===== src/rtl/score_update_ctrl.sv =====
// score_update_ctrl
//   Schedules hit events from three requesters (UFO, alien, bonus) into a
//   digit-serial BCD score accumulator and publishes a tear-free snapshot of
//   the score to the digit renderer once per frame.
//
//   Each requester has a saturating pending counter. When the FSM is idle the
//   highest-priority non-empty requester (UFO > alien > bonus) is granted; its
//   two-digit BCD addend is then added one digit per cycle. An event costs
//   1 + NUM_DIGITS cycles. A carry out of the top digit clamps the score at
//   all nines.
//
// Ports
//   clk             system clock
//   resetN          synchronous active-low reset
//   startOfFrame    one-cycle pulse at frame start; requests a score snapshot
//   game_reset      synchronous clear of score, queues and flags (new game)
//   ufo_hit         event pulse, one event per high cycle
//   alien_hit       event pulse, one event per high cycle
//   bonus_hit       event pulse, one event per high cycle
//   score_digits    displayed score snapshot, digit0 in [3:0]
//   busy            high while an addition is in progress
//   pend_overflow   sticky, an event was lost to a full pending counter
//   score_saturated sticky, the accumulator clamped at all nines
module score_update_ctrl #(
    parameter int         NUM_DIGITS   = 5,
    parameter int         PEND_W       = 4,
    parameter logic [7:0] UFO_POINTS   = 8'h50,
    parameter logic [7:0] ALIEN_POINTS = 8'h10,
    parameter logic [7:0] BONUS_POINTS = 8'h05
) (
    input  logic                    clk,
    input  logic                    resetN,
    input  logic                    startOfFrame,
    input  logic                    game_reset,
    input  logic                    ufo_hit,
    input  logic                    alien_hit,
    input  logic                    bonus_hit,
    output logic [4*NUM_DIGITS-1:0] score_digits,
    output logic                    busy,
    output logic                    pend_overflow,
    output logic                    score_saturated
);

    localparam int SCORE_W = 4 * NUM_DIGITS;
    localparam int PAD_W   = SCORE_W - 8;
    localparam int IDX_W   = (NUM_DIGITS > 1) ? $clog2(NUM_DIGITS) : 1;
    localparam int NUM_REQ = 3;
    localparam logic [IDX_W-1:0] LAST_IDX = IDX_W'(NUM_DIGITS - 1);

    typedef enum logic {S_IDLE, S_ADD} state_t;

    state_t               state_reg, state_next;
    logic                 clr;
    logic [NUM_REQ-1:0]   ev, grant, pend_nz, drop;
    logic [SCORE_W-1:0]   acc_reg, acc_next;
    logic [SCORE_W-1:0]   add_reg, add_next;
    logic [SCORE_W-1:0]   score_reg;
    logic [IDX_W-1:0]     idx_reg, idx_next;
    logic                 carry_reg, carry_next;
    logic                 sat_reg, sat_next;
    logic                 ovf_reg, busy_reg, defer_reg;
    logic [3:0]           acc_digit, add_digit;
    logic [4:0]           digit_sum, digit_wrap;
    logic                 carry_out;

    // game_reset behaves exactly like the hardware reset
    assign clr = !resetN || game_reset;
    assign ev  = {bonus_hit, alien_hit, ufo_hit};

    // Pending counters; index 0 = UFO, 1 = alien, 2 = bonus.
    // Event and grant together cancel; an event into a full counter is lost.
    generate
        for (genvar gi = 0; gi < NUM_REQ; gi++) begin : g_pend
            logic [PEND_W-1:0] cnt_reg;

            always_ff @(posedge clk) begin
                if (clr) begin
                    cnt_reg <= '0;
                end else if (ev[gi] && !grant[gi]) begin
                    if (!(&cnt_reg)) begin
                        cnt_reg <= cnt_reg + PEND_W'(1);
                    end
                end else if (!ev[gi] && grant[gi]) begin
                    cnt_reg <= cnt_reg - PEND_W'(1);
                end
            end

            assign pend_nz[gi] = |cnt_reg;
            assign drop[gi]    = ev[gi] && !grant[gi] && (&cnt_reg);
        end
    endgenerate

    // Fixed-priority grant, only offered while idle
    always_comb begin
        grant = '0;
        if (state_reg == S_IDLE) begin
            if (pend_nz[0]) begin
                grant[0] = 1'b1;
            end else if (pend_nz[1]) begin
                grant[1] = 1'b1;
            end else if (pend_nz[2]) begin
                grant[2] = 1'b1;
            end
        end
    end

    // Current digit pair for the serial adder
    assign acc_digit  = acc_reg[4*idx_reg +: 4];
    assign add_digit  = add_reg[4*idx_reg +: 4];
    assign digit_sum  = {1'b0, acc_digit} + {1'b0, add_digit} + {4'b0000, carry_reg};
    assign digit_wrap = digit_sum - 5'd10;
    assign carry_out  = (digit_sum > 5'd9);

    always_comb begin
        state_next = state_reg;
        acc_next   = acc_reg;
        add_next   = add_reg;
        idx_next   = idx_reg;
        carry_next = carry_reg;
        sat_next   = sat_reg;
        case (state_reg)
            S_IDLE: begin
                if (|grant) begin
                    state_next = S_ADD;
                    idx_next   = '0;
                    carry_next = 1'b0;
                    if (grant[0]) begin
                        add_next = {{PAD_W{1'b0}}, UFO_POINTS};
                    end else if (grant[1]) begin
                        add_next = {{PAD_W{1'b0}}, ALIEN_POINTS};
                    end else begin
                        add_next = {{PAD_W{1'b0}}, BONUS_POINTS};
                    end
                end
            end
            S_ADD: begin
                acc_next[4*idx_reg +: 4] = carry_out ? digit_wrap[3:0] : digit_sum[3:0];
                carry_next               = carry_out;
                if (idx_reg == LAST_IDX) begin
                    state_next = S_IDLE;
                    // Overflow out of the top digit: clamp rather than wrap
                    if (carry_out) begin
                        acc_next = {NUM_DIGITS{4'h9}};
                        sat_next = 1'b1;
                    end
                end else begin
                    idx_next = idx_reg + IDX_W'(1);
                end
            end
            default: begin
                state_next = S_IDLE;
            end
        endcase
    end

    always_ff @(posedge clk) begin
        if (clr) begin
            state_reg <= S_IDLE;
            acc_reg   <= '0;
            add_reg   <= '0;
            idx_reg   <= '0;
            carry_reg <= 1'b0;
            sat_reg   <= 1'b0;
            busy_reg  <= 1'b0;
        end else begin
            state_reg <= state_next;
            acc_reg   <= acc_next;
            add_reg   <= add_next;
            idx_reg   <= idx_next;
            carry_reg <= carry_next;
            sat_reg   <= sat_next;
            busy_reg  <= (state_next != S_IDLE);
        end
    end

    always_ff @(posedge clk) begin
        if (clr) begin
            ovf_reg <= 1'b0;
        end else if (|drop) begin
            ovf_reg <= 1'b1;
        end
    end

    // Snapshot only while idle so the display never sees a half-added score.
    // A frame pulse during an addition is remembered and served on the first
    // idle cycle, even if that cycle also issues a new grant.
    always_ff @(posedge clk) begin
        if (clr) begin
            score_reg <= '0;
            defer_reg <= 1'b0;
        end else if (state_reg == S_IDLE) begin
            if (startOfFrame || defer_reg) begin
                score_reg <= acc_reg;
                defer_reg <= 1'b0;
            end
        end else if (startOfFrame) begin
            defer_reg <= 1'b1;
        end
    end

    assign score_digits    = score_reg;
    assign busy            = busy_reg;
    assign pend_overflow   = ovf_reg;
    assign score_saturated = sat_reg;

endmodule


===== config.mk =====
export PLATFORM = sky130hd
export DESIGN_NAME = score_update_ctrl
export DESIGN_NICKNAME = d
export VERILOG_FILES = /design/src/rtl/score_update_ctrl.sv
export SDC_FILE = /design/constraint.sdc
export NUM_CORES = 1
export LEC_CHECK = 0
export CAP_MARGIN = 20
export CELL_PAD_IN_SITES_DETAIL_PLACEMENT = 0
export CELL_PAD_IN_SITES_GLOBAL_PLACEMENT = 1
export CORE_MARGIN = 10
export CORE_UTILIZATION = 47
export CTS_CLUSTER_SIZE = 16
export DETAILED_ROUTE_END_ITERATION = 8
export PLACE_DENSITY = 0.81
export SLEW_MARGIN = 20
export SYNTH_ARGS = -nofsm -noshare
export SYNTH_HDL_FRONTEND = slang
export SYNTH_SLANG_ARGS = --single-unit

===== constraint.sdc =====
create_clock -name clk -period 8.51 [get_ports clk]
set_input_delay 1.702 -clock clk [delete_from_list [all_inputs] [get_ports clk]]
set_output_delay 1.702 -clock clk [all_outputs]
set_load 0.01 [all_outputs]

==> PnR_summary.wiki, run 1 <==
{| class="wikitable"
! Metric !! Value
|-
| Simple-Gate Fraction of Synth Area || 22.41%
|-
| Ordered cell list for the critical path || mux2i_1 -> o22ai_1 -> a21oi_1 -> fa_1 -> inv_1 -> ha_1 -> xnor2_1 -> ha_1 -> a21oi_1 -> and3_1 -> a211oi_1 -> a211o_1 -> nor2_1 -> a311oi_1
|-
| Die Y-Extent || 106.1 um
|-
| Buffers inserted by post-CTS timing repair || 0
|-
| Clock edge transition at the registers on the reported setup and hold paths || around 0.07 ns
|-
| Final Total Pwr || 0.0009019 W
|-
| Number of nets in the layout || 457
|-
| Path type of the worst setup path || reg2reg
|-
| Vias || ~3,000
|-
| Drt first pass iters || 7
|-
| Leading area contributor after synthesis || sky130_fd_sc_hd__dfxtp_1
|-
| Worst ir drop on vdd || 0.1894 mV
|-
| Run status || finished, final reports clean
|-
| Count of final setup violators || 0
|-
| Filler Cell Count || 684
|-
| Crit-path max FO || 14
|-
| CTS tree || yes
|-
| Type of element launching the critical path || flip-flop
|-
| Worst slack after detailed placement || 4.728 ns
|-
| Total Die Area || 11,260 um^2
|-
| Crit-path leading delay family || compound AO/OA/AOI/OAI gates
|-
| Bufs and invs on worst path || 1
|-
| WL per Instance || 16.28 um
|-
| CTS max path bufs || 2
|-
| Yosys warning count || 0
|-
| Antenna violations before repair || 0
|-
| Detail Route Antenna Nets || 0
|-
| Min Clock Period, post-route || 3.830 ns
|-
| XOR/XNOR Fraction of Synth Area || 3.268%
|-
| Row Count || 31
|-
| Detailed placement HPWL || 6301 um
|-
| Overflow left after global routing || 0
|-
| Number of distinct library cells after synthesis || 63
|-
| Cell Pwr Density || 225.0 nW/um^2
|-
| Worst clock skew on the final layout || 0.006828 ns
|-
| Slew Limit Fails || 0
|-
| Number of standard cells after synthesis || 413
|-
| Total negative setup slack || 0 ns
|-
| Post-route core utilization || between 50% and 60%
|-
| Combined area of the multi-input logic cells || 2082 um^2
|-
| First-pass GRT wire length || approximately 15,000 um
|-
| FF+latch area || ~1300 um^2
|-
| Compound-gate portion of the synthesized area || 23.63%
|-
| Clock sinks || 63
|-
| Share of cells above drive strength 1 || under 10%
|-
| Library cell with the highest instance count after synthesis || sky130_fd_sc_hd__dfxtp_1
|-
| Number of hold-slack violations in the final timing report || 0
|-
| Mean area per synthesized cell || 8.437 um^2
|-
| Top_reg_cell synth || sky130_fd_sc_hd__dfxtp_1
|-
| Data arrival time of the critical path || 4.08 ns
|-
| Global router's overall resource usage || between 10% and 20%
|-
| Initial drt markers || 156
|-
| Min-Delay Path Class || reg2reg
|-
| DRT Wirelength || 8743 um
|-
| Multiplexer area fraction after synthesis || 3.196%
|-
| Cell with the largest stage delay on the worst path || sky130_fd_sc_hd__dfxtp_1
|-
| Resize count post-CTS || 0
|-
| Starting utilization of the core area || 48.30%
|-
| Number of cells after detailed placement || approximately 520
|-
| Routability congestion estimate from global placement || 0.8969
|-
| Total of flip-flops plus latches after synthesis || 63
|-
| Cts bufs inserted || 9
|-
| Proportion of register bits with asynchronous set or reset after synthesis || 0%
|-
| Synth top cells by count || sky130_fd_sc_hd__dfxtp_1 (63), sky130_fd_sc_hd__nand2_1 (57), sky130_fd_sc_hd__a21oi_1 (49)
|-
| Final setup margin || 4.680 ns
|-
| Root buffer selected by CTS || sky130_fd_sc_hd__clkbuf_8
|-
| Core region area || 7214 um^2
|-
| H-tree depth || 3
|-
| Combinational family with the most area after synthesis || compound AO/OA/AOI/OAI gates
|-
| Number of standard cells in the layout, taps in and fillers out || 537
|-
| Diodes inserted || 0
|-
| Maximum number of pins on one net before global-route repair || 54
|-
| Count of flip-flops with a built-in enable after synthesis || 0
|-
| Max cap viols || 0
|-
| WP data required || 8.76 ns
|-
| Sequential cell area fraction in the yosys report || 36.19%
|-
| Number of global-route vias before repair || 2,828
|-
| Hold-fix buffer count after cts || 0
|-
| I/O pins || 30
|-
| Max_slew headroom || 36.95%
|-
| Adder and majority cell fraction of the synthesized area || 6.966%
|-
| Final worst-path cycle share || 45.01%
|-
| Remaining design rule violation count || 0
|-
| Transition at the pin with the smallest max-transition slack || 0.9386 ns
|-
| Clk Latency, worst-skew pair || 0.35 ns
|-
| Leakage Power || 1.398 nW
|-
| Area Overhead vs Synth || 15.01%
|-
| Total nets after synthesis || roughly 440
|-
| Most area-consuming cells after synthesis || sky130_fd_sc_hd__dfxtp_1 (36%), sky130_fd_sc_hd__a21oi_1 (7.0%), sky130_fd_sc_hd__nand2_1 (6.1%)
|-
| Maximum clock frequency || 261.1 MHz
|-
| Vias per cell || around 5.5
|-
| Horiz. Die Dim || 106.1 um
|-
| Kind of end point of the critical path || flip-flop
|-
| RSZ-0062 raised after global routing || false
|-
| Input/output buffers || 29
|-
| Total standard cell area after synthesis || 3485 um^2
|-
| Portion of synthesized cell area occupied by the leading cell type || 36.19%
|-
| Crit path largest cell delay || 0.76 ns
|}
-- metrics by stage --
| step | cell area [um^2] | hold slack (ns) |
|---|---|---|
| after global routing | 4008 | 0.4764 |
| after detailed placement | 3805 | 0.4453 |
| final | 4008 | 0.4512 |
| after global placement | 3802 | 0.4420 |
| after floorplan | 3485 | 0.4406 |
| after CTS | 4003 | 0.4550 |
-- worst min-delay path: stages, from the launching register on --
cell                      delay [ns]
sky130_fd_sc_hd__dfxtp_1        0.31
sky130_fd_sc_hd__nand2_1        0.05
sky130_fd_sc_hd__a21oi_1        0.05
-- cells by family (layout without fill, tap and decap cells) --
logic type	Yosys count	after routing
AND/OR/NAND/NOR	163	163
AO/OA/AOI/OAI	114	114
flip-flops	63	63
buffers and inverters	32	57
adder cells (fa/ha/maj)	17	17
XOR/XNOR	13	13
multiplexers	11	11
-- worst paths after layout --
| check | slack, ns | start | end | cells after the start |
|---|---|---|---|---|
| min | 0.45 | score_digits[2] | score_digits[2] | 2 |
| min reg2reg | 0.45 | score_digits[2] | score_digits[2] | 2 |
| max reg2reg | 4.68 | idx_reg[2] | acc_reg[7] | 14 |
| max | 4.68 | idx_reg[2] | acc_reg[7] | 14 |
-- cell type report --
cell class                 instances  area share [%]
clock buffer                      10           3.434
clock inverter                     6           1.499
inverter                          10          0.9366
multi-input combinational        318           51.95
sequential                        63           31.47
tap                               99           3.091
timing repair buffer              31           7.618
-- routing by layer --
metal / share of wire [%] / vias to the layer above / track usage [%]
met4: 1.7 / 0 / 6.673
met5: 0 / - / 0
met1: 46 / 1374 / 19.86
li1: - / 1513 / -
met3: 4.4 / 10 / 3.744
met2: 48 / 69 / 25.18
-- report_power, final --
| part | switching (W) | internal [W] | total [W] |
|---|---|---|---|
| sequential | 0.0000297 | 0.000314 | 0.000344 |
| clock | 0.000120 | 0.000141 | 0.000262 |
| combinational | 0.000180 | 0.000116 | 0.000296 |
| total | 0.000330 | 0.000572 | 0.000902 |
-- layout by cell type (no fill, tap or decap), types with 5 or more instances in the layout --
cell	Yosys	final
sky130_fd_sc_hd__nor3_1	15	15
sky130_fd_sc_hd__mux2i_1	10	10
sky130_fd_sc_hd__xnor2_1	8	8
sky130_fd_sc_hd__o21ai_0	11	11
sky130_fd_sc_hd__clkdlybuf4s50_1	0	29
sky130_fd_sc_hd__nor2_1	46	45
sky130_fd_sc_hd__xor2_1	5	5
sky130_fd_sc_hd__clkbuf_8	0	10
sky130_fd_sc_hd__dfxtp_1	63	63
sky130_fd_sc_hd__inv_1	10	10
sky130_fd_sc_hd__a21oi_1	49	49
sky130_fd_sc_hd__o31ai_1	6	6
sky130_fd_sc_hd__nand2_1	57	57
sky130_fd_sc_hd__o2bb2ai_1	6	6
sky130_fd_sc_hd__ha_1	13	13
sky130_fd_sc_hd__nand3_1	10	10
Power figures use the tool's default switching activity.
==> run 2, diff against run 1 <==
--- a/config.mk
+++ b/config.mk
@@ -9,10 +9,10 @@
 export CELL_PAD_IN_SITES_DETAIL_PLACEMENT = 0
 export CELL_PAD_IN_SITES_GLOBAL_PLACEMENT = 1
 export CORE_MARGIN = 10
-export CORE_UTILIZATION = 47
+export CORE_UTILIZATION = 44
 export CTS_CLUSTER_SIZE = 16
 export DETAILED_ROUTE_END_ITERATION = 8
-export PLACE_DENSITY = 0.81
+export PLACE_DENSITY = 0.76
 export SLEW_MARGIN = 20
 export SYNTH_ARGS = -nofsm -noshare
 export SYNTH_HDL_FRONTEND = slang
==> constraint.sdc (replaced) <==
create_clock -name clk -period 3.95 [get_ports clk]
set_input_delay 0.79 -clock clk [delete_from_list [all_inputs] [get_ports clk]]
set_output_delay 0.79 -clock clk [all_outputs]
set_load 0.01 [all_outputs]
==> run 2 against run 1 <==
Net effect: register-to-register slack got worse by 4.2 ns; clock-buffer cell count rose by 1; design area rose by 0.94%; sequential share of layout area fell by 0.29 points; non-clock buffer count rose by 10; routed wire length rose by 1.1%; combinational power rose by 120%; worst hold slack improved by 0.0030 ns; largest cell class unchanged.
==> PnR_summary.wiki, run 2 (synthesized netlist as in run 1, its figures left out) <==
{| class="wikitable"
! Metric !! Value
|-
| Run status || finished, final reports clean
|-
| Type of element launching the critical path || flip-flop
|-
| Leakage Power || 1.431 nW
|-
| Clock sinks || 63
|-
| Min Clock Period, post-route || between 3 and 4 ns
|-
| Worst ir drop on vdd || approximately 0.23 mV
|-
| Cell Pwr Density || about 460 nW/um^2
|-
| Transition at the pin with the smallest max-transition slack || 0.8439 ns
|-
| Crit-path leading delay family || compound AO/OA/AOI/OAI gates
|-
| Maximum number of pins on one net before global-route repair || 37
|-
| Clk Latency, worst-skew pair || 0.35 ns
|-
| Top library cells by usage in the layout, fill and taps aside || sky130_fd_sc_hd__dfxtp_1 (63), sky130_fd_sc_hd__nand2_1 (57), sky130_fd_sc_hd__a21oi_1 (49), sky130_fd_sc_hd__nor2_1 (46), sky130_fd_sc_hd__clkdlybuf4s50_1 (29)
|-
| Starting utilization of the core area || 45.09%
|-
| Kind of end point of the critical path || flip-flop
|-
| Final Total Pwr || 0.001875 W
|-
| Data arrival time of the critical path || 3.70 ns
|-
| Total negative setup slack || 0 ns
|-
| Remaining design rule violation count || 0
|-
| Crit path largest cell delay || 0.58 ns
|-
| Filler Cell Count || 780
|-
| Most common cell after layout, fill and taps aside || sky130_fd_sc_hd__dfxtp_1
|-
| Number of cells on the critical path || 12
|-
| Post-route core utilization || 52.35%
|-
| Overflow left after global routing || 0
|-
| Final worst-path cycle share || between 80% and 90%
|-
| Number of cells after detailed placement || approximately 530
|-
| H-tree depth || 3
|-
| Resize count post-CTS || 0
|-
| Hold-fix buffer count after cts || 0
|-
| Input/output buffers || 29
|-
| Worst reg-to-reg path cell count || 12
|-
| Number of global-route vias before repair || about 3,000
|-
| Most repeated library cell on the critical path || sky130_fd_sc_hd__ha_1
|-
| Diodes inserted || 0
|-
| Crit-path max FO || 18
|-
| Antenna violations before repair || 0
|-
| Clock edge transition at the registers on the reported setup and hold paths || 0.07 ns
|-
| WP data required || around 4.1 ns
|-
| Horiz. Die Dim || 109.0 um
|-
| First-pass GRT wire length || 14,920 um
|-
| Row Count || 32
|-
| Max cap viols || 0
|-
| CTS tree || yes
|-
| Cells on Worst Hold Path || 2
|-
| Core region area || 7727 um^2
|-
| Ordered cell list for the critical path || buf_4 -> and4bb_1 -> a41oi_2 -> nand2_1 -> ha_1 -> xnor2_1 -> ha_1 -> a21oi_1 -> o2bb2ai_2 -> nor2_4 -> nor3b_1 -> a211oi_1
|-
| Total Die Area || ~12,000 um^2
|-
| CTS max path bufs || 2
|-
| Root buffer selected by CTS || sky130_fd_sc_hd__clkbuf_8
|-
| Combined area of the multi-input logic cells || between 2000 and 2500 um^2
|-
| Number of standard cells in the layout, taps in and fillers out || 549
|-
| DRT Wirelength || approximately 8800 um
|-
| Tightest hold margin || roughly 0.45 ns
|-
| Bufs and invs on worst path || 1
|-
| Max_slew headroom || 42.85%
|-
| WL per Instance || around 16 um
|-
| Vias || 3,034
|-
| Routability congestion estimate from global placement || 0.9017
|-
| Die Y-Extent || 109.0 um
|-
| Worst clock skew on the final layout || 0.008396 ns
|-
| Cell with the largest stage delay on the worst path || sky130_fd_sc_hd__dfxtp_1
|-
| Slew Limit Fails || 0
|-
| Cts bufs inserted || 9
|-
| Number of nets in the layout || 467
|-
| Buffers inserted by post-CTS timing repair || 0
|-
| Maximum clock frequency || 284.7 MHz
|-
| RSZ-0062 raised after global routing || false
|-
| Path type of the worst setup path || reg2reg
|-
| FF+latch area || between 1000 and 1500 um^2
|-
| Detailed placement HPWL || 6449 um
|-
| Share of cells above drive strength 1 || 10.74%
|-
| Area Overhead vs Synth || 16.09%
|-
| Vias per cell || 5.526
|-
| Number of hold-slack violations in the final timing report || 0
|-
| I/O pins || 30
|-
| Min-Delay Path Class || reg2reg
|-
| Initial drt markers || 223
|-
| Global router's overall resource usage || 15.55%
|-
| Drt first pass iters || 4
|-
| Count of final setup violators || 0
|-
| Detail Route Antenna Nets || 0
|}
[run 2: final cells by class]
type	count	area share, %
clock buffer	11	3.495
inverter	10	0.9279
sequential	63	31.18
multi-input combinational	318	51.28
tap	102	3.155
clock inverter	4	0.5568
timing repair buffer	41	9.403
[run 2: power breakdown]
part | internal (W) | total [W] | switching [W]
Sequential | 0.000677 | 0.000742 | 0.0000653
Combinational | 0.000259 | 0.000643 | 0.000384
Clock | 0.000238 | 0.000490 | 0.000252
Total | 0.00117 | 0.00188 | 0.000701
[run 2: metal layers]
metal  routed length [um]  share of wire, %  global-route usage [%]
met1                 4331                49                   21.67
met2                 3875                44                   22.96
met4                  112               1.3                   5.273
met3                  523               5.9                   3.599
met5                    0                 0                       0
[run 2: final timing paths]
check | from | slack, ns | end
setup reg to reg | idx_reg[0] | 0.44 | acc_reg[12]
hold reg to reg | score_digits[0] | 0.45 | score_digits[0]
setup / recovery | idx_reg[0] | 0.44 | acc_reg[12]
hold / removal | score_digits[0] | 0.45 | score_digits[0]
[run 2: stage by stage]
step	worst slack (ns)	cell area (um^2)
after global placement	0.5495	3881
after floorplan	0.5461	3485
final	0.4374	4045
after global routing	0.1361	4045
after CTS	0.4645	4045
after detailed placement	0.4939	3881
[run 2: worst register-to-register path: stages (launching register included)]
cell and delay [ns]:
sky130_fd_sc_hd__dfxtp_1 0.58, sky130_fd_sc_hd__buf_4 0.26, sky130_fd_sc_hd__and4bb_1 0.21, sky130_fd_sc_hd__a41oi_2 0.27
sky130_fd_sc_hd__nand2_1 0.10, sky130_fd_sc_hd__ha_1 0.25, sky130_fd_sc_hd__xnor2_1 0.29, sky130_fd_sc_hd__ha_1 0.29
sky130_fd_sc_hd__a21oi_1 0.08, sky130_fd_sc_hd__o2bb2ai_2 0.37, sky130_fd_sc_hd__nor2_4 0.19, sky130_fd_sc_hd__nor3b_1 0.33
sky130_fd_sc_hd__a211oi_1 0.14
